--- src/rtl/button_conditioner_pkg.sv ---
// ---------------------------------------------------------------------------
// button_conditioner_pkg
//   Shared types and default timing for the push-button conditioner.
//   - btn_state_e : per-channel debounce/press-tracking state (3-bit encoding)
//   - DEF_*       : default parameters derived from the 100 MHz board clock
//   - state_level : debounced level implied by a channel state
// ---------------------------------------------------------------------------
package button_conditioner_pkg;

    localparam int unsigned CLK_HZ              = 100_000_000;
    localparam int unsigned DEF_NUM_BTN         = 5;
    localparam int unsigned DEF_DEBOUNCE_CYCLES = CLK_HZ / 100;   // 10 ms
    localparam int unsigned DEF_HOLD_CYCLES     = CLK_HZ;         // 1 s
    localparam int unsigned DEF_CNT_W           = 27;

    typedef enum logic [2:0] {
        ST_IDLE         = 3'd0,
        ST_PRESS_WAIT   = 3'd1,
        ST_DOWN         = 3'd2,
        ST_HELD         = 3'd3,
        ST_RELEASE_WAIT = 3'd4
    } btn_state_e;

    // The debounced level is 1 from the accepted press until the accepted
    // release, so RELEASE_WAIT still reports the button as down.
    function automatic logic state_level(input btn_state_e s);
        return (s == ST_DOWN) || (s == ST_HELD) || (s == ST_RELEASE_WAIT);
    endfunction

endpackage

--- src/rtl/button_conditioner_if.sv ---
// ---------------------------------------------------------------------------
// button_conditioner_if
//   Bundles the button-side inputs and the conditioned event outputs.
//   btn_raw  : raw asynchronous button levels, 1 = pressed
//   mask     : 1 = suppress pulses for that channel (level still tracks)
//   level    : debounced button level
//   pressed  : one-cycle pulse on accepted press
//   released : one-cycle pulse on accepted release
//   held     : one-cycle pulse when a press has lasted HOLD_CYCLES
//   Modports: master drives btn_raw/mask, slave (the conditioner) drives
//   the conditioned outputs.
// ---------------------------------------------------------------------------
interface button_conditioner_if
    import button_conditioner_pkg::*;
#(
    parameter int unsigned NUM_BTN = DEF_NUM_BTN
) ();

    logic [NUM_BTN-1:0] btn_raw;
    logic [NUM_BTN-1:0] mask;
    logic [NUM_BTN-1:0] level;
    logic [NUM_BTN-1:0] pressed;
    logic [NUM_BTN-1:0] released;
    logic [NUM_BTN-1:0] held;

    modport master (
        output btn_raw,
        output mask,
        input  level,
        input  pressed,
        input  released,
        input  held
    );

    modport slave (
        input  btn_raw,
        input  mask,
        output level,
        output pressed,
        output released,
        output held
    );

endinterface

--- src/rtl/button_conditioner_btn_channel.sv ---
// ---------------------------------------------------------------------------
// btn_channel
//   One button: 2-FF synchroniser, debounce filter and press / release /
//   long-press detection. Outputs are the next-cycle values (_d); the top
//   level registers them so every conditioner output comes from a flop.
//   clk, rst     : system clock, synchronous active-low reset
//   btn_raw_i    : raw asynchronous button level
//   level_d_o    : debounced level to be registered
//   pressed_d_o  : accepted-press event to be registered
//   released_d_o : accepted-release event to be registered
//   held_d_o     : long-press event to be registered
// ---------------------------------------------------------------------------
module btn_channel
    import button_conditioner_pkg::*;
#(
    parameter int unsigned DEBOUNCE_CYCLES = DEF_DEBOUNCE_CYCLES,
    parameter int unsigned HOLD_CYCLES     = DEF_HOLD_CYCLES,
    parameter int unsigned CNT_W           = DEF_CNT_W
) (
    input  logic clk,
    input  logic rst,
    input  logic btn_raw_i,
    output logic level_d_o,
    output logic pressed_d_o,
    output logic released_d_o,
    output logic held_d_o
);

    localparam logic [CNT_W-1:0] DEB_LAST  = CNT_W'(DEBOUNCE_CYCLES - 1);
    localparam logic [CNT_W-1:0] HOLD_LAST = CNT_W'(HOLD_CYCLES - 1);

    logic             sync1_q;
    logic             raw_s_q;
    btn_state_e       state_q, state_d;
    logic [CNT_W-1:0] cnt_q, cnt_d;
    logic             held_flag_q, held_flag_d;

    // NOTE: sequential state uses non-blocking assignments so every flop
    // samples the pre-edge values; blocking here would collapse the two
    // synchroniser stages into one.
    always_ff @(posedge clk) begin
        if (!rst) begin
            sync1_q     <= 1'b0;
            raw_s_q     <= 1'b0;
            state_q     <= ST_IDLE;
            cnt_q       <= '0;
            held_flag_q <= 1'b0;
        end else begin
            sync1_q     <= btn_raw_i;
            raw_s_q     <= sync1_q;
            state_q     <= state_d;
            cnt_q       <= cnt_d;
            held_flag_q <= held_flag_d;
        end
    end

    // NOTE: every signal written here gets a default first, so no path
    // through the case leaves one unassigned and no latch is inferred.
    always_comb begin
        state_d      = state_q;
        cnt_d        = cnt_q;
        held_flag_d  = held_flag_q;
        pressed_d_o  = 1'b0;
        released_d_o = 1'b0;
        held_d_o     = 1'b0;

        // Each terminal compare leaves its state, so cnt never wraps.
        unique case (state_q)
            ST_IDLE: begin
                if (raw_s_q) begin
                    state_d = ST_PRESS_WAIT;
                    cnt_d   = '0;
                end
            end
            ST_PRESS_WAIT: begin
                if (!raw_s_q) begin
                    state_d = ST_IDLE;             // bounce, no event
                end else if (cnt_q == DEB_LAST) begin
                    state_d     = ST_DOWN;
                    cnt_d       = '0;
                    pressed_d_o = 1'b1;
                end else begin
                    cnt_d = cnt_q + CNT_W'(1);
                end
            end
            ST_DOWN: begin
                if (!raw_s_q) begin
                    state_d = ST_RELEASE_WAIT;
                    cnt_d   = '0;
                end else if (cnt_q == HOLD_LAST) begin
                    state_d     = ST_HELD;
                    held_d_o    = 1'b1;
                    held_flag_d = 1'b1;
                end else begin
                    cnt_d = cnt_q + CNT_W'(1);
                end
            end
            ST_HELD: begin
                if (!raw_s_q) begin
                    state_d = ST_RELEASE_WAIT;
                    cnt_d   = '0;
                end
            end
            ST_RELEASE_WAIT: begin
                if (raw_s_q) begin
                    // A release bounce goes back without re-firing held;
                    // before the long press it restarts hold timing.
                    state_d = held_flag_q ? ST_HELD : ST_DOWN;
                    cnt_d   = '0;
                end else if (cnt_q == DEB_LAST) begin
                    state_d      = ST_IDLE;
                    released_d_o = 1'b1;
                    held_flag_d  = 1'b0;
                end else begin
                    cnt_d = cnt_q + CNT_W'(1);
                end
            end
            default: begin
                state_d     = ST_IDLE;
                cnt_d       = '0;
                held_flag_d = 1'b0;
            end
        endcase

        level_d_o = state_level(state_d);
    end

endmodule

--- src/rtl/button_conditioner.sv ---
// ---------------------------------------------------------------------------
// button_conditioner
//   Turns raw bouncy push-button levels into clean one-cycle events for the
//   stopwatch control logic. One btn_channel per button; this level adds the
//   output registers and the per-channel pulse mask.
//   clk : system clock
//   rst : synchronous active-low reset
//   bus : button_conditioner_if.slave (btn_raw, mask in; level, pressed,
//         released, held out)
// ---------------------------------------------------------------------------
module button_conditioner
    import button_conditioner_pkg::*;
#(
    parameter int unsigned NUM_BTN         = DEF_NUM_BTN,
    parameter int unsigned DEBOUNCE_CYCLES = DEF_DEBOUNCE_CYCLES,
    parameter int unsigned HOLD_CYCLES     = DEF_HOLD_CYCLES,
    parameter int unsigned CNT_W           = DEF_CNT_W
) (
    input logic                 clk,
    input logic                 rst,
    button_conditioner_if.slave bus
);

    logic [NUM_BTN-1:0] ch_level_d;
    logic [NUM_BTN-1:0] ch_pressed_d;
    logic [NUM_BTN-1:0] ch_released_d;
    logic [NUM_BTN-1:0] ch_held_d;

    logic [NUM_BTN-1:0] level_q;
    logic [NUM_BTN-1:0] pressed_q;
    logic [NUM_BTN-1:0] released_q;
    logic [NUM_BTN-1:0] held_q;

    for (genvar g = 0; g < NUM_BTN; g++) begin : g_ch
        btn_channel #(
            .DEBOUNCE_CYCLES (DEBOUNCE_CYCLES),
            .HOLD_CYCLES     (HOLD_CYCLES),
            .CNT_W           (CNT_W)
        ) u_ch (
            .clk          (clk),
            .rst          (rst),
            .btn_raw_i    (bus.btn_raw[g]),
            .level_d_o    (ch_level_d[g]),
            .pressed_d_o  (ch_pressed_d[g]),
            .released_d_o (ch_released_d[g]),
            .held_d_o     (ch_held_d[g])
        );
    end

    // Masking at the register input means a mask edge can only drop an
    // event, never create or stretch one: the event itself is one cycle.
    always_ff @(posedge clk) begin
        if (!rst) begin
            level_q    <= '0;
            pressed_q  <= '0;
            released_q <= '0;
            held_q     <= '0;
        end else begin
            level_q    <= ch_level_d;
            pressed_q  <= ch_pressed_d  & ~bus.mask;
            released_q <= ch_released_d & ~bus.mask;
            held_q     <= ch_held_d     & ~bus.mask;
        end
    end

    assign bus.level    = level_q;
    assign bus.pressed  = pressed_q;
    assign bus.released = released_q;
    assign bus.held     = held_q;

endmodule

--- src/flat_wrapper.sv ---
// flat-port wrapper written by rule: the top's interface ports become plain ports
module button_conditioner_flat import button_conditioner_pkg::*;
#(
    parameter int unsigned NUM_BTN         = DEF_NUM_BTN,
    parameter int unsigned DEBOUNCE_CYCLES = DEF_DEBOUNCE_CYCLES,
    parameter int unsigned HOLD_CYCLES     = DEF_HOLD_CYCLES,
    parameter int unsigned CNT_W           = DEF_CNT_W
)
  (clk, rst, bus_btn_raw, bus_mask, bus_level, bus_pressed, bus_released, bus_held);
  button_conditioner_if #(.NUM_BTN(NUM_BTN)) bus_i ();
  input logic clk;
  input logic rst;
  input wire logic [$bits(bus_i.btn_raw)-1:0] bus_btn_raw;
  input wire logic [$bits(bus_i.mask)-1:0] bus_mask;
  output wire logic [$bits(bus_i.level)-1:0] bus_level;
  output wire logic [$bits(bus_i.pressed)-1:0] bus_pressed;
  output wire logic [$bits(bus_i.released)-1:0] bus_released;
  output wire logic [$bits(bus_i.held)-1:0] bus_held;
  assign bus_i.btn_raw = bus_btn_raw;
  assign bus_i.mask = bus_mask;
  assign bus_level = bus_i.level;
  assign bus_pressed = bus_i.pressed;
  assign bus_released = bus_i.released;
  assign bus_held = bus_i.held;
  button_conditioner #(.NUM_BTN(NUM_BTN), .DEBOUNCE_CYCLES(DEBOUNCE_CYCLES), .HOLD_CYCLES(HOLD_CYCLES), .CNT_W(CNT_W)) u_core (.clk(clk), .rst(rst), .bus(bus_i));
endmodule
--- config.mk ---
export PLATFORM = sky130hd
export DESIGN_NAME = button_conditioner_flat
export DESIGN_NICKNAME = d
export VERILOG_FILES = /design/src/rtl/button_conditioner_pkg.sv /design/src/rtl/button_conditioner_if.sv /design/src/rtl/button_conditioner_btn_channel.sv /design/src/rtl/button_conditioner.sv /design/src/flat_wrapper.sv
export SDC_FILE = /design/constraint.sdc
export NUM_CORES = 1
export LEC_CHECK = 0
export CORE_ASPECT_RATIO = 1.2
export CORE_MARGIN = 3
export CORE_UTILIZATION = 60
export DETAILED_ROUTE_END_ITERATION = 8
export PLACE_DENSITY_LB_ADDON = 0.25
export SLEW_MARGIN = 5
export SYNTH_ARGS = -nofsm -noshare
export SYNTH_HDL_FRONTEND = slang
export SYNTH_SLANG_ARGS = --single-unit
--- constraint.sdc ---
create_clock -name clk -period 3.25 [get_ports clk]
set_input_delay 0.4875 -clock clk [delete_from_list [all_inputs] [get_ports clk]]
set_output_delay 0.4875 -clock clk [all_outputs]
set_load 0.03 [all_outputs]
# Yosys cells after proc, flatten, opt, wreduce, memory -nomap -nowiden

Cells that the tools add are included.

Flip-flop bits (word level): 185
Word-level logic and storage cells: 323
Output and inout port bits: 20

Reduce and logical (&&, ||, !) cells: 30
Muxes and demuxes: 160
Bitwise operators: 9
$add $sub $neg: 5
Equality and inequality tests: 90

Operator list:

| kind                                                  | number |
|---|---|
| 2-to-1 mux 27 bit                                     | 40 |
| case mux 27 bit (5 select lines)                      | 5 |
| adder 27 x 1 -> 27 bit, second input constant         | 5 |
| equality test 27 x 20 -> 1 bit, second input constant | 5 |
| equality test 27 bit, second input constant           | 5 |
| 2-to-1 mux 3 bit                                      | 40 |
| case mux 3 bit (5 select lines)                       | 5 |
| != test 2 bit, second input constant                  | 35 |
| 2-to-1 mux 1 bit                                      | 65 |
| equality test 3 x 2 -> 1 bit, second input constant   | 20 |
| AND reduction 5 bit                                   | 10 |
| equality test 3 bit, second input constant            | 10 |
| != test 3 bit, second input constant                  | 10 |
| bitwise AND 5 bit                                     | 3 |
| equality test 3 x 1 -> 1 bit, second input constant   | 5 |
| zero test 3 bit                                       | 5 |
| case mux 1 bit (3 select lines)                       | 5 |
| OR reduction 3 bit                                    | 5 |
| logical OR 1 bit                                      | 10 |
| NOT 1 bit                                             | 5 |
| NOT 5 bit                                             | 1 |

# Depth between registers and ports, before layout

Gate-level depths: netlist of the first run.

Word-level depth: 7
Gate-level depth with buffers: 10

# By module

A second synthesis of the first run with hierarchy kept.

Cells, all modules: 1142
Area total of the unflattened synthesis: 9598.0 um2

Modules (own cells, without submodules):

| module                                | cells an instance | area each (um2) | instances |
|---|---|---|---|
| btn_channel (u_core.g_ch[0].u_ch ...) | 218               | 1798.0          | 4 |
| btn_channel (u_core.g_ch[4].u_ch)     | 228               | 1833.0          | 1 |
| button_conditioner                    | 42                | 573.0           | 1 |

# Worst setup path after synthesis of the first run

OpenSTA, ideal clock, no wires.

Kind: reg2reg
Start: register u_core.g_ch[2].u_ch.cnt_q[0]
End: register u_core.g_ch[2].u_ch.cnt_q[21]
Path buffers: 2
Stages on the path, launching flop included: 11
Arrival: 2.319 ns
Data required time: 3.179 ns
Clock period less this slack: 2.390 ns
Slack: 0.860 ns
Cells stage by stage: dfxtp_1 > ha_1 > and4_1 > buf_6 > nand4_1 > or3_4 > nand3_4 > or3_1 > buf_2 > or4_1 > a21oi_1

Word-level cells in the longest chain between the ends: 4
Elaborated cells between the ends (all ways): 13

RTL lines:

| item                                                                            | line                                                                                                              | source |
|---|---|---|
| from (decl)                                                                     | button_conditioner_btn_channel.sv:35                                                                              | `logic [CNT_W-1:0] cnt_q, cnt_d;` |
| from (signal assigned)                                                          | button_conditioner_btn_channel.sv:52                                                                              | `cnt_q <= cnt_d;` |
| adder 27 x 1 -> 27 bit / equality test 27 x 20 -> 1 bit (equally long branches) | n/a                                                                                                               |  |
| 2-to-1 mux 27 bit (on tied branches)                                            | button_conditioner_btn_channel.sv:110, button_conditioner_btn_channel.sv:78, button_conditioner_btn_channel.sv:90 |  |
| 2-to-1 mux 27 bit (on tied branches)                                            | button_conditioner_btn_channel.sv:105, button_conditioner_btn_channel.sv:76, button_conditioner_btn_channel.sv:87 |  |
| case mux 27 bit (5 select lines)                                                | button_conditioner_btn_channel.sv:68                                                                              | `unique case (state_q)` |

Several ways; a longest one is shown, not always the timed one. The select of a mux whose other input is x is not followed.
A chain may end at the register's enable or synchronous reset.

# Worst setup path in the final report of the first run

Ends and elaborated chain as after synthesis.

==> impl_metrics.json, run 1 <==
{
  "status": "finished clean",
  "antenna_found_initial": 0,
  "path_class": "reg -> reg",
  "htreeDepth": 4,
  "cap_violations": 0,
  "fin_area_um2": 10500,
  "synth_nets": 1184,
  "min_from": "u_core.g_ch[4].u_ch.sync1_q",
  "via_count": 8373,
  "r2r_slack_ns": 0.59,
  "path_max_fanout": 10,
  "synthCells": 1167,
  "vdd_drop_max_mv": 0.366,
  "globalplace.congestion": 0.946,
  "tns_ns": 0,
  "clock.fmax_ghz": 0.377,
  "vias_per_cell": 6.07,
  "chipHeight_um": 144,
  "synth_top_flop_cell": "dfxtp_1",
  "cp.arrival_ns": 3.00,
  "p_clk_share_pct": 46.9,
  "r2r-start": "u_core.g_ch[2].u_ch.cnt_q[0]",
  "p_leak_nw": 3.50,
  "final-setup-viol-count": 0,
  "cp-end-kind": "flip-flop",
  "synth_warnings": 0,
  "final-hold-violation-count": 0,
  "fin_crit_sh_pct": 81.7,
  "grt_max_degree": 32,
  "r2r_cells": 8,
  "final_cell_mix": "dfxtp_1 (185), nor2_1 (170), nand2_1 (104)",
  "die_x_um": 121,
  "min_period_ns": 2.66,
  "portBuffers": 31,
  "p_sw_uw": 956,
  "initial_core_util_pct": 62.2,
  "switching_share_pct": 20.7,
  "grt_usage_pct": 23.7,
  "r2r_end": "u_core.g_ch[2].u_ch.cnt_q[21]",
  "final_antenna_net_count": 0,
  "cts-resized-gates": 0,
  "wl_per_cell_um": 14.8,
  "hold_slack_ns": 0.432,
  "ys_seq_area_share_pct": 39.0,
  "worstMarginPinSlew_ns": 0.916,
  "slew_violations": 0,
  "numClockSinks": 185,
  "diodes": 0,
  "syn_area_um2": 9500,
  "io_pins": 32,
  "cts_root_buf": "clkbuf_16",
  "place_area_um2": 9850,
  "syn_avg_cell_area_um2": 8.14,
  "ys_types": 79,
  "p_comb_share_pct": 3.2,
  "grt_overflow": 0,
  "slew_headroom_pct": 38.4,
  "hp-class": "reg -> reg",
  "worst_ep_required_time_ns": 3.59,
  "clk_latency_ns": 0.43,
  "cts_tree": "built",
  "holdPathEnd": "u_core.g_ch[4].u_ch.raw_s_q",
  "grt_pass1_vias": 7543,
  "drive_above_1_share_pct": 6.13,
  "synth-edff-count": 0,
  "drt_iter0_drc": 723,
  "drc": 0,
  "seq_power_share_pct": 49.8,
  "core_area_um2": 15300,
  "clock_path_buffers": 2,
  "wl_um": 20500,
  "fin_nets": 1181,
  "final_common_cell": "dfxtp_1",
  "fin_util_pct": 68.5,
  "skew_ns": 0.00541,
  "hpwl_um": 14000,
  "die_area_um2": 17400,
  "cp-start-kind": "flip-flop",
  "area_growth_pct": 10.1,
  "first_pass_iters": 5,
  "holdPathStages": 1,
  "row_count": 49,
  "clkSlewWorstSetupHoldPaths_ns": 0.06,
  "ys_async_sr_fraction_pct": 0,
  "ctsHoldBuffers": 0,
  "numCtsBuffers": 17,
  "p_per_area_nw_per_um2": 441,
  "rsz0062_at_grt": "false",
  "p_int_mw": 3.66,
  "ys_seq_elements": 185,
  "grt_first_pass_wirelength_um": 34800,
  "cts_setup_buffers": 0
}
## critical path: stages, from the launching register on
cell	delay [ns]
dfxtp_1	0.35
ha_1	0.23
and4_1	0.34
nand4_1	0.17
or3_4	0.16
nand3_4	0.13
or3_1	0.51
or4_1	0.54
a21oi_1	0.14
## power groups by stage
stage	logic (mW)	registers [mW]	clock network, mW
floorplan	0.113	2.34	0
global placement	0.146	2.35	0
detailed placement	0.148	2.35	0
CTS	0.149	2.30	2.19
global route	0.165	2.30	2.29
finish	0.149	2.30	2.17
## flip-flops by register name, indices dropped and copies added (netlist names)
register and count:
u_core.bus.pressed 5, u_core.g_ch.u_ch.sync1_q 5, u_core.g_ch.u_ch.held_flag_q 5, u_core.g_ch.u_ch.state_q 15
u_core.bus.released 5, u_core.bus.held 5, u_core.g_ch.u_ch.cnt_q 135, u_core.bus.level 5
u_core.g_ch.u_ch.raw_s_q 5
## final cells by class
class	instances	area, um^2
Tap cell	204	255
Timing Repair Buffer	41	380
Clock buffer	23	468
Clock inverter	7	143
Fill cell	1232	4800
Sequential cell	185	3700
Multi-Input combinational cell	900	5440
Inverter	19	71.3
## Yosys cell counts, types with 6 or more instances
master / count / share of area, %
a21oi_1: 44 / 2.3
and3_1: 32 / 2.1
dfxtp_1: 185 / 39
or2_2: 11 / 0.72
o21ai_0: 37 / 1.9
inv_1: 18 / 0.71
clkbuf_1: 42 / 1.7
a211oi_1: 8 / 0.63
nor4_1: 24 / 1.6
nor4bb_1: 10 / 1.1
buf_2: 15 / 0.79
xor2_1: 62 / 5.7
nand2b_1: 11 / 0.72
xnor2_1: 38 / 3.5
nor2_1: 170 / 6.7
nor3b_1: 6 / 0.47
and2_1: 21 / 1.4
and4_1: 23 / 2.1
nor4b_1: 11 / 1.0
nand2_1: 104 / 4.1
a31oi_1: 10 / 0.66
or4_1: 11 / 0.87
nand3_1: 63 / 3.3
nor3_1: 30 / 1.6
or3_1: 16 / 1.1
nand4_1: 51 / 3.4
nor2b_1: 9 / 0.59
o31ai_1: 7 / 0.55
## stage by stage
step	power, mW	std cells	worst slack (ns)
after floorplan	2.45	1167	0.860
after global placement	2.49	1349	0.731
after detailed placement	2.50	1349	0.624
after CTS	4.64	1379	0.624
after global routing	4.76	1379	0.426
final	4.61	1379	0.595
## how the worst max path moves through the flow
stage,start,endpoint,slack [ns],cells past startpoint
2_1_floorplan,u_core.g_ch[2].u_ch.cnt_q[0],u_core.g_ch[2].u_ch.cnt_q[21],0.86,10
3_3_place_gp,u_core.g_ch[2].u_ch.cnt_q[0],u_core.g_ch[2].u_ch.cnt_q[21],0.73,8
3_5_place_dp,u_core.g_ch[2].u_ch.cnt_q[0],u_core.g_ch[2].u_ch.cnt_q[21],0.62,8
4_1_cts,u_core.g_ch[2].u_ch.cnt_q[0],u_core.g_ch[2].u_ch.cnt_q[21],0.62,8
5_1_grt,u_core.g_ch[2].u_ch.cnt_q[0],u_core.g_ch[2].u_ch.cnt_q[7],0.43,8
6_report,u_core.g_ch[2].u_ch.cnt_q[0],u_core.g_ch[2].u_ch.cnt_q[21],0.59,8
## metal layers
layer  up-vias  track usage, %  wire [um]
met1      3921            31.2       9440
li1       4168               -          -
met4         0            9.37        413
met5         -               0          0
met2       241            39.1       9610
met3        43            3.86       1010
## kinds of logic (layout without fill, tap and decap cells)
kind of cell,after synthesis,after routing,share of synthesized area [%]
AOI/OAI and AO/OA,154,154,10.4
xor gates and xnor gates,100,100,9.22
adders and majority gates,5,5,0.659
buffers and inverters,82,90,3.77
DFF,185,185,39.0
muxes,3,3,0.329
and+or+nand+nor,638,638,36.6
No activity file was read; power rests on OpenSTA's default activity.
==> run 2: changes to the inputs <==
Settings changed: CORE_UTILIZATION 60 to 56.
Clock period 3.25 ns to 2.4 ns, I/O delays scaled along.
==> run 2 against run 1 <==
Sequential power is 35% higher. Register-to-register slack worse by 0.54 ns. Largest power group unchanged. Final area is 5.7% higher. Combinational power increased by 65%. Wire length rose by 5.0%. Non-clock buffer count rose by 63. Die area rose by 6.8%. Global-route usage is 0.62 points lower. Cell count increased by 5.2%.
==> impl_metrics.json, run 2 (same netlist as run 1, synthesis figures left out) <==
{
  "final-hold-violation-count": 0,
  "portBuffers": 31,
  "grt_usage_pct": 23.1,
  "dp_cells": 1417,
  "grt_overflow": 0,
  "place_ws_ns": 0.0379,
  "initial_core_util_pct": 57.9,
  "path_max_fanout": 5,
  "io_pins": 32,
  "r2r_cells": 8,
  "cp-start-kind": "flip-flop",
  "p_per_area_nw_per_um2": 566,
  "grt_pass1_vias": 8084,
  "cts_root_buf": "clkbuf_16",
  "largest_register": "u_core.g_ch.u_ch.cnt_q",
  "cp_cell_sequence": "ha_1 -> and3_1 -> and4bb_2 -> nand3_1 -> a21boi_4 -> nand3_1 -> or4b_1 -> a21oi_1",
  "holdPathEnd": "u_core.g_ch[3].u_ch.state_q[2]",
  "drc": 0,
  "num-fill-cells": 1316,
  "htreeDepth": 4,
  "fin_nets": 1244,
  "status": "finished clean",
  "clock.fmax_ghz": 0.427,
  "final_antenna_net_count": 0,
  "numCtsBuffers": 17,
  "r2r-start": "u_core.g_ch[0].u_ch.cnt_q[0]",
  "chipHeight_um": 149,
  "clk_latency_ns": 0.44,
  "fin_area_um2": 11100,
  "diodes": 0,
  "cts_tree": "built",
  "setup_slack_ns": 0.0599,
  "path_class": "reg -> reg",
  "holdPathStages": 3,
  "worst_ep_required_time_ns": 2.76,
  "rsz0062_at_grt": "true",
  "final-setup-viol-count": 0,
  "grt_first_pass_wirelength_um": 36600,
  "r2r_slack_ns": 0.06,
  "wl_per_cell_um": 14.8,
  "via_count": 8582,
  "wl_um": 21500,
  "antenna_found_initial": 0,
  "r2r_end": "u_core.g_ch[0].u_ch.cnt_q[14]",
  "hold_slack_ns": 0.384,
  "die_x_um": 125,
  "reg_top3": "u_core.g_ch.u_ch.cnt_q: 135 flops, u_core.g_ch.u_ch.state_q: 15 flops",
  "cpPeakStageDelay_ns": 0.50,
  "cp-end-kind": "flip-flop",
  "min_period_ns": 2.34,
  "hpwl_um": 15100,
  "p_leak_nw": 3.85,
  "place_area_um2": 10300,
  "drive_above_1_share_pct": 12.3,
  "p_total_mw": 6.26,
  "area_growth_pct": 16.4,
  "final_common_cell": "dfxtp_1",
  "clock_path_buffers": 2,
  "first_pass_iters": 6,
  "final_cell_mix": "dfxtp_1 (185), nor2_1 (169), nand2_1 (104)",
  "core_area_um2": 16400,
  "fin_crit_sh_pct": 97.5,
  "cp.arrival_ns": 2.70,
  "worstMarginPinSlew_ns": 0.526,
  "numClockSinks": 185,
  "slew_violations": 0,
  "slew_headroom_pct": 64.6,
  "globalplace.congestion": 0.952,
  "cp_common_cell": "nand3_1",
  "grt_max_degree": 28,
  "clkSlewWorstSetupHoldPaths_ns": 0.07,
  "tns_ns": 0,
  "fin_util_pct": 67.4,
  "min_from": "rst",
  "row_count": 51,
  "fin_cells": 1451,
  "cap_violations": 0,
  "drt_iter0_drc": 684,
  "die_area_um2": 18600,
  "largest_reg_flops": 135,
  "cp_slowest_cell": "or4b_1",
  "skew_ns": 0.0114,
  "vias_per_cell": 5.91,
  "vdd_drop_max_mv": 0.518,
  "hp-class": "in -> reg"
}
-- run 2: changes by cell type in the layout (fill, tap and decap cells not counted), sizes merged --
cell      before  now
buf           11   74
bufinv         4    3
clkinvlp       0    2
clkbuf        23   20
clkinv         3    6
-- run 2: layout make-up --
| cell class | instances | area, um^2 | share of cell area [%] |
|---|---|---|---|
| Clock buffer | 20 | 467 | 4.22 |
| Clock inverter | 11 | 146 | 1.32 |
| Inverter | 19 | 71.3 | 0.645 |
| Multi-Input combinational cell | 900 | 5520 | 49.9 |
| Sequential cell | 185 | 3700 | 33.5 |
| Tap cell | 212 | 265 | 2.40 |
| Timing Repair Buffer | 104 | 882 | 7.98 |
-- run 2: timing repair --
item                                   in CTS  in global routing
buffers inserted                            0                  3
setup endpoints to repair                   0                 60
hold buffers                                0                  0
gates resized for setup                     0                 19
endpoints found under the hold margin       0                  0
-- run 2: critical path, delay by kind of cell, from the launching register on --
| family | cells | cell delay (ns) |
|---|---|---|
| fa+ha+maj | 1 | 0.24 |
| simple gates | 5 | 1.27 |
| compound gates | 2 | 0.41 |
| flops | 1 | 0.34 |
-- run 2: routing by layer --
layer / part of all wire [%] / global-route usage (%) / up-vias
met3: 3.8 / 4.60 / 40
met5: 0 / 0 / -
li1: - / - / 4284
met2: 51 / 41.5 / 206
met4: 1.6 / 7.05 / 0
met1: 44 / 28.0 / 4052
-- run 2: report_power, final --
group | total [mW] | internal, mW | switching, mW
logic | 0.246 | 0.102 | 0.144
registers | 3.10 | 3.09 | 0.0174
clock network | 2.91 | 1.71 | 1.20
total | 6.26 | 4.90 | 1.36
-- run 2: how the worst max path moves through the flow --
| stage | startpoint | endpoint | slack [ns] |
|---|---|---|---|
| 2_1_floorplan | u_core.g_ch[2].u_ch.cnt_q[0] | u_core.g_ch[2].u_ch.cnt_q[21] | 0.01 |
| 3_3_place_gp | u_core.g_ch[1].u_ch.cnt_q[0] | u_core.g_ch[1].u_ch.cnt_q[5] | 0.09 |
| 3_5_place_dp | u_core.g_ch[1].u_ch.cnt_q[0] | u_core.g_ch[1].u_ch.cnt_q[5] | 0.04 |
| 4_1_cts | u_core.g_ch[0].u_ch.cnt_q[0] | u_core.g_ch[0].u_ch.cnt_q[14] | 0.008 |
| 5_1_grt | u_core.g_ch[0].u_ch.cnt_q[0] | u_core.g_ch[0].u_ch.cnt_q[14] | -0.06 |
| 6_report | u_core.g_ch[0].u_ch.cnt_q[0] | u_core.g_ch[0].u_ch.cnt_q[14] | 0.06 |
==> run 3: changes to the inputs <==
Settings changed: CORE_ASPECT_RATIO 1.2 to 1.25.
==> run 3 against run 2 <==
Critical path depth did not move. Combinational power rose by 2%. First-iteration DRC count rose by 0.58%. Sequential share of layout area fell by 0.087 points. Fmax barely moved. Wire length rose by 2.4%. Die area barely moved. Clock skew fell by 0.0025 ns. Clock power fell by 2%. Critical path type unchanged. Largest power group unchanged.
==> impl_metrics.json, run 3 (same netlist as run 1, synthesis figures left out) <==
{
  "status": "finished clean",
  "clkSlewWorstSetupHoldPaths_ns": 0.07,
  "grt_overflow": 0,
  "worst_ep_required_time_ns": 2.73,
  "tns_ns": 0,
  "vias_per_cell": 5.94,
  "drt_iter0_drc": 688,
  "p_per_area_nw_per_um2": 560,
  "wl_um": 22000,
  "cap_violations": 0,
  "drive_above_1_share_pct": 13.2,
  "largest_reg_flops": 135,
  "globalplace.congestion": 0.913,
  "numClockSinks": 185,
  "via_count": 8680,
  "slew_violations": 0,
  "hp-class": "in -> reg",
  "numCtsBuffers": 17,
  "final-setup-viol-count": 0,
  "clock_path_buffers": 2,
  "cp-start-kind": "flip-flop",
  "reg_top3": "u_core.g_ch.u_ch.cnt_q: 135 flops, u_core.g_ch.u_ch.state_q: 15 flops",
  "path_class": "reg -> reg",
  "final_antenna_net_count": 0,
  "clk_latency_ns": 0.43,
  "final_common_cell": "dfxtp_1",
  "cp.arrival_ns": 2.67,
  "cts_tree": "built",
  "grt_pass1_vias": 8122,
  "cp-end-kind": "flip-flop",
  "skew_ns": 0.00895,
  "antenna_found_initial": 0,
  "final_cell_mix": "dfxtp_1 (182), nor2_1 (169), nand2_1 (104)",
  "wl_per_cell_um": 15.0,
  "dp_cells": 1425,
  "final-hold-violation-count": 0,
  "worstMarginPinSlew_ns": 0.452,
  "hpwl_um": 15400,
  "clock.fmax_ghz": 0.427,
  "first_pass_iters": 5,
  "fin_cells": 1462,
  "p_leak_nw": 3.88,
  "cts_root_buf": "clkbuf_16",
  "min_period_ns": 2.34,
  "ctsHoldBuffers": 0,
  "num-fill-cells": 1381,
  "rsz0062_at_grt": "true",
  "diodes": 0,
  "fin_util_pct": 67.7,
  "vdd_drop_max_mv": 0.480,
  "slew_headroom_pct": 69.6,
  "path_max_fanout": 5,
  "chipHeight_um": 152,
  "fin_nets": 1250,
  "initial_core_util_pct": 57.9,
  "core_area_um2": 16400,
  "fin_crit_sh_pct": 97.5,
  "die_x_um": 122,
  "drc": 0,
  "grt_usage_pct": 23.7,
  "area_growth_pct": 16.8,
  "grt_first_pass_wirelength_um": 36700,
  "p_total_mw": 6.21,
  "row_count": 52,
  "grt_max_degree": 28,
  "die_area_um2": 18600,
  "io_pins": 32,
  "largest_register": "u_core.g_ch.u_ch.cnt_q",
  "htreeDepth": 4,
  "portBuffers": 31
}
[run 3: changes by cell type in the layout (fill, tap and decap cells not counted), sizes merged]
cell / previous run / this run
buf: 74 / 80
bufinv: 3 / 2
clkinv: 6 / 4
inv: 19 / 23
[run 3: report_power, final]
| group | switching, mW | internal, mW |
|---|---|---|
| combinational | 0.144 | 0.105 |
| clock | 1.23 | 1.63 |
| sequential | 0.0187 | 3.09 |
| total | 1.39 | 4.82 |
[run 3: repair_timing]
action / 4_1_cts / 5_1_grt
pin swaps: 0 / 8
buffers inserted: 0 / 5
gates resized for setup: 1 / 23
endpoints found under the setup margin: 1 / 45
hold endpoints to repair: 0 / 0
[run 3: through the flow]
stage	worst slack (ns)	area [um^2]	hold slack, ns
floorplan	0.0103	9500	0.412
global placement	0.0873	10400	0.416
detailed placement	0.00318	10400	0.422
CTS	0.000405	11000	0.333
global route	-0.0495	11100	0.352
finish	0.0601	11100	0.362
[run 3: area by class of cell]
class | instances | area (um^2) | area share, %
multi-input cells | 900 | 5500 | 49.6
repair buffers | 110 | 940 | 8.47
clock buffers | 20 | 467 | 4.21
flip-flops and latches | 185 | 3710 | 33.4
well taps | 216 | 270 | 2.44
clock inverters | 12 | 138 | 1.24
inverters | 19 | 71.3 | 0.643
[run 3: critical path, cell delays in order (launching register included)]
cell and delay [ns]:
dfxtp_1 0.37, nor4_2 0.37, nand2_1 0.14, or4b_4 0.53, o31a_1 0.37, buf_4 0.16
nand4_1 0.09, xor2_1 0.14, nor2_1 0.05
[run 3: path summary, 6_finish.rpt]
check | end | slack [ns] | cells after the start | startpoint
max | u_core.g_ch[1].u_ch.cnt_q[3] | 0.06 | 8 | u_core.g_ch[1].u_ch.cnt_q[10]
min | u_core.g_ch[2].u_ch.cnt_q[15] | 0.36 | 2 | rst
max reg2reg | u_core.g_ch[1].u_ch.cnt_q[3] | 0.06 | 8 | u_core.g_ch[1].u_ch.cnt_q[10]
min reg2reg | u_core.g_ch[0].u_ch.raw_s_q | 0.43 | 1 | u_core.g_ch[0].u_ch.sync1_q
[run 3: routing by layer]
layer,routed length [um],GRT usage [%]
met1,9590,28.8
met2,11100,41.4
met3,861,4.34
met4,427,9.47
met5,0,0
==> RTL change: new RTL, settings of run 3 <==
Set the package constant `DEF_CNT_W` to 31 (it was 27).
--- a/src/rtl/button_conditioner_pkg.sv
+++ b/src/rtl/button_conditioner_pkg.sv
@@ -13,3 +13,3 @@
     localparam int unsigned DEF_HOLD_CYCLES     = CLK_HZ;         // 1 s
-    localparam int unsigned DEF_CNT_W           = 27;
+    localparam int unsigned DEF_CNT_W           = 31;
 
Check against the original RTL: same outputs for any inputs over 4 cycles, from zero or initial values and one cycle with rst low; that may be too few to reach the edited logic, so the function may still have changed.
==> RTL change against run 3 <==
The flow now finishes with violations (negative setup slack); clock power up 19%; worst setup slack worse by 61 ps; total power up 16%; cell area up 21%; synthesized area up 18%; clock skew up 2.2 ps; sequential cell count up 20; wire length up 34%; first-iteration DRC count up 16%; sequential power up 11%; largest cell class unchanged.
==> RTL change: results (changes against run 3) <==
| Metric | Value |
|---|---|
| Final RePlAce weighted congestion | 0.927 (was 0.913) |
| Setup-failing EPs final | 1 (was 0) |
| First-pass GRT wire length | 48300 um (was 36700 um) |
| Register area share after synthesis | 36.6% (was 39.0%) |
| Top flop regs | u_core.g_ch.u_ch.cnt_q x155, u_core.g_ch.u_ch.state_q x15 (was u_core.g_ch.u_ch.cnt_q x135, u_core.g_ch.u_ch.state_q x15) |
| Largest cells by area after synthesis | dfxtp_1, o31ai_1, a21oi_1, or4_1, nand3_1 (was dfxtp_1, nor2_1, xor2_1, nand2_1, xnor2_1) |
| Syn_nets | 1392 (was 1184) |
| Worst Skew | 11.2 ps (was 8.95 ps) |
| Starting DRT DRC Count | 800 (was 688) |
| Nets | 1471 (was 1250) |
| Placed Area | 0.0123 mm^2 (was 0.0104 mm^2) |
| Vias in the first global route | 10300 (was 8122) |
| Fillers | 1665 (was 1381) |
| H-Tree Level Count | 1 (was 4) |
| CTS Buf Count | 22 (was 17) |
| Failing checks | negative setup slack |
| WL final | 29400 um (was 22000 um) |
| Post-synth top cells | dfxtp_1, a21oi_1, nand2_1 (was dfxtp_1, nor2_1, nand2_1) |
| Clock latency on the worst-skew pair | 510 ps (was 430 ps) |
| Outcome | finished, violations left (was finished, final reports clean) |
| CP arrival | 2830 ps (was 2670 ps) |
| Crit-path max FO | 7 (was 5) |
| Reg-to-reg endpoint | u_core.g_ch[4].u_ch.cnt_q[15]$_SDFFE_PN0P_ (was u_core.g_ch[1].u_ch.cnt_q[3]$_SDFFE_PN0P_) |
| DP HPWL | 19700 um (was 15400 um) |
| VDD IR max | 0.614 mV (was 0.480 mV) |
| Slew of the pin with the lowest slew margin | 711 ps (was 452 ps) |
| Deepest clock path buffer count | 3 (was 2) |
| Synth unique cells | 86 (was 79) |
| GRT Total Usage | 25.5% (was 23.7%) |
| Drt via density | 6.50 (was 5.94) |
| Setup ws final | -1.23 ps (was 60.1 ps) |
| Largest net degree at the start of global routing | 55 (was 28) |
| Internal Power | 5.60 mW (was 4.82 mW) |
## RTL change: how the worst min path moves through the flow
stage	to	cells after the start
final	u_core.g_ch[2].u_ch.cnt_q[14]$_SDFFE_PN0P_	4
after global routing	u_core.g_ch[2].u_ch.cnt_q[14]$_SDFFE_PN0P_	4
after CTS	u_core.g_ch[2].u_ch.cnt_q[14]$_SDFFE_PN0P_	4
after detailed placement	u_core.g_ch[4].u_ch.raw_s_q$_SDFF_PN0_	1
after global placement	u_core.g_ch[4].u_ch.raw_s_q$_SDFF_PN0_	1
after floorplan	u_core.g_ch[0].u_ch.raw_s_q$_SDFF_PN0_	1
## RTL change: power groups by stage
stage	logic [mW]	clock network (mW)	registers, mW
4_1_cts	0.285	3.47	3.44
5_1_grt	0.362	3.63	3.44
2_1_floorplan	0.194	0	3.50
6_report	0.337	3.40	3.44
3_3_place_gp	0.276	0	3.52
3_5_place_dp	0.281	0	3.52
## RTL change: layer usage
layer  track usage, %  wire (um)  vias to the layer above
met5                0          0                        -
met4             7.51        757                        0
met3             3.55       1670                       71
met2             45.8      14600                      376
met1             31.8      12400                     5386
li1                 -          -                     5430
## RTL change: cell type report
| cell class | instances | area, um^2 | area share, % |
|---|---|---|---|
| Multi-Input combinational cell | 1053 | 6770 | 50.6 |
| Sequential cell | 205 | 4120 | 30.8 |
| Timing Repair Buffer | 147 | 1330 | 9.96 |
| Clock buffer | 27 | 621 | 4.64 |
| Tap cell | 265 | 332 | 2.48 |
| Clock inverter | 11 | 105 | 0.785 |
| Inverter | 25 | 93.8 | 0.701 |
## RTL change: cell families (layout without fill, tap and decap cells)
kind of cell | count (synthesis) | in the layout | synth area share [%]
and+or+nand+nor | 676 | 676 | 34.9
xor gates and xnor gates | 37 | 37 | 2.89
adders and majority gates | 5 | 5 | 0.558
muxes | 5 | 5 | 0.446
buffers and inverters | 117 | 210 | 4.91
DFF | 205 | 205 | 36.6
AOI/OAI and AO/OA | 330 | 330 | 19.7
## RTL change: timing repair
item	4_1_cts	5_1_grt
resized for setup	4	65
setup endpoints to repair	19	85
setup buffers	0	11
pin swaps	0	10
cloned	0	5
hold buffers	0	0
hold endpoints to repair	0	0
## RTL change: worst max-delay path, stage by stage (launching register included)
cell and delay [ps]:
dfxtp_1 370, nor2_2 200, nand4b_1 120, or4_4 560, o41ai_4 460, buf_12 170
o31ai_4 110, buf_6 210, a31oi_2 130
## RTL change: through the flow
stage,hold WS [ps],std cells,setup slack (ps)
floorplan,412,1375,15.9
global placement,413,1679,37.3
detailed placement,430,1679,-25.0
CTS,306,1717,14.3
global route,359,1733,-68.4
finish,337,1733,-1.23
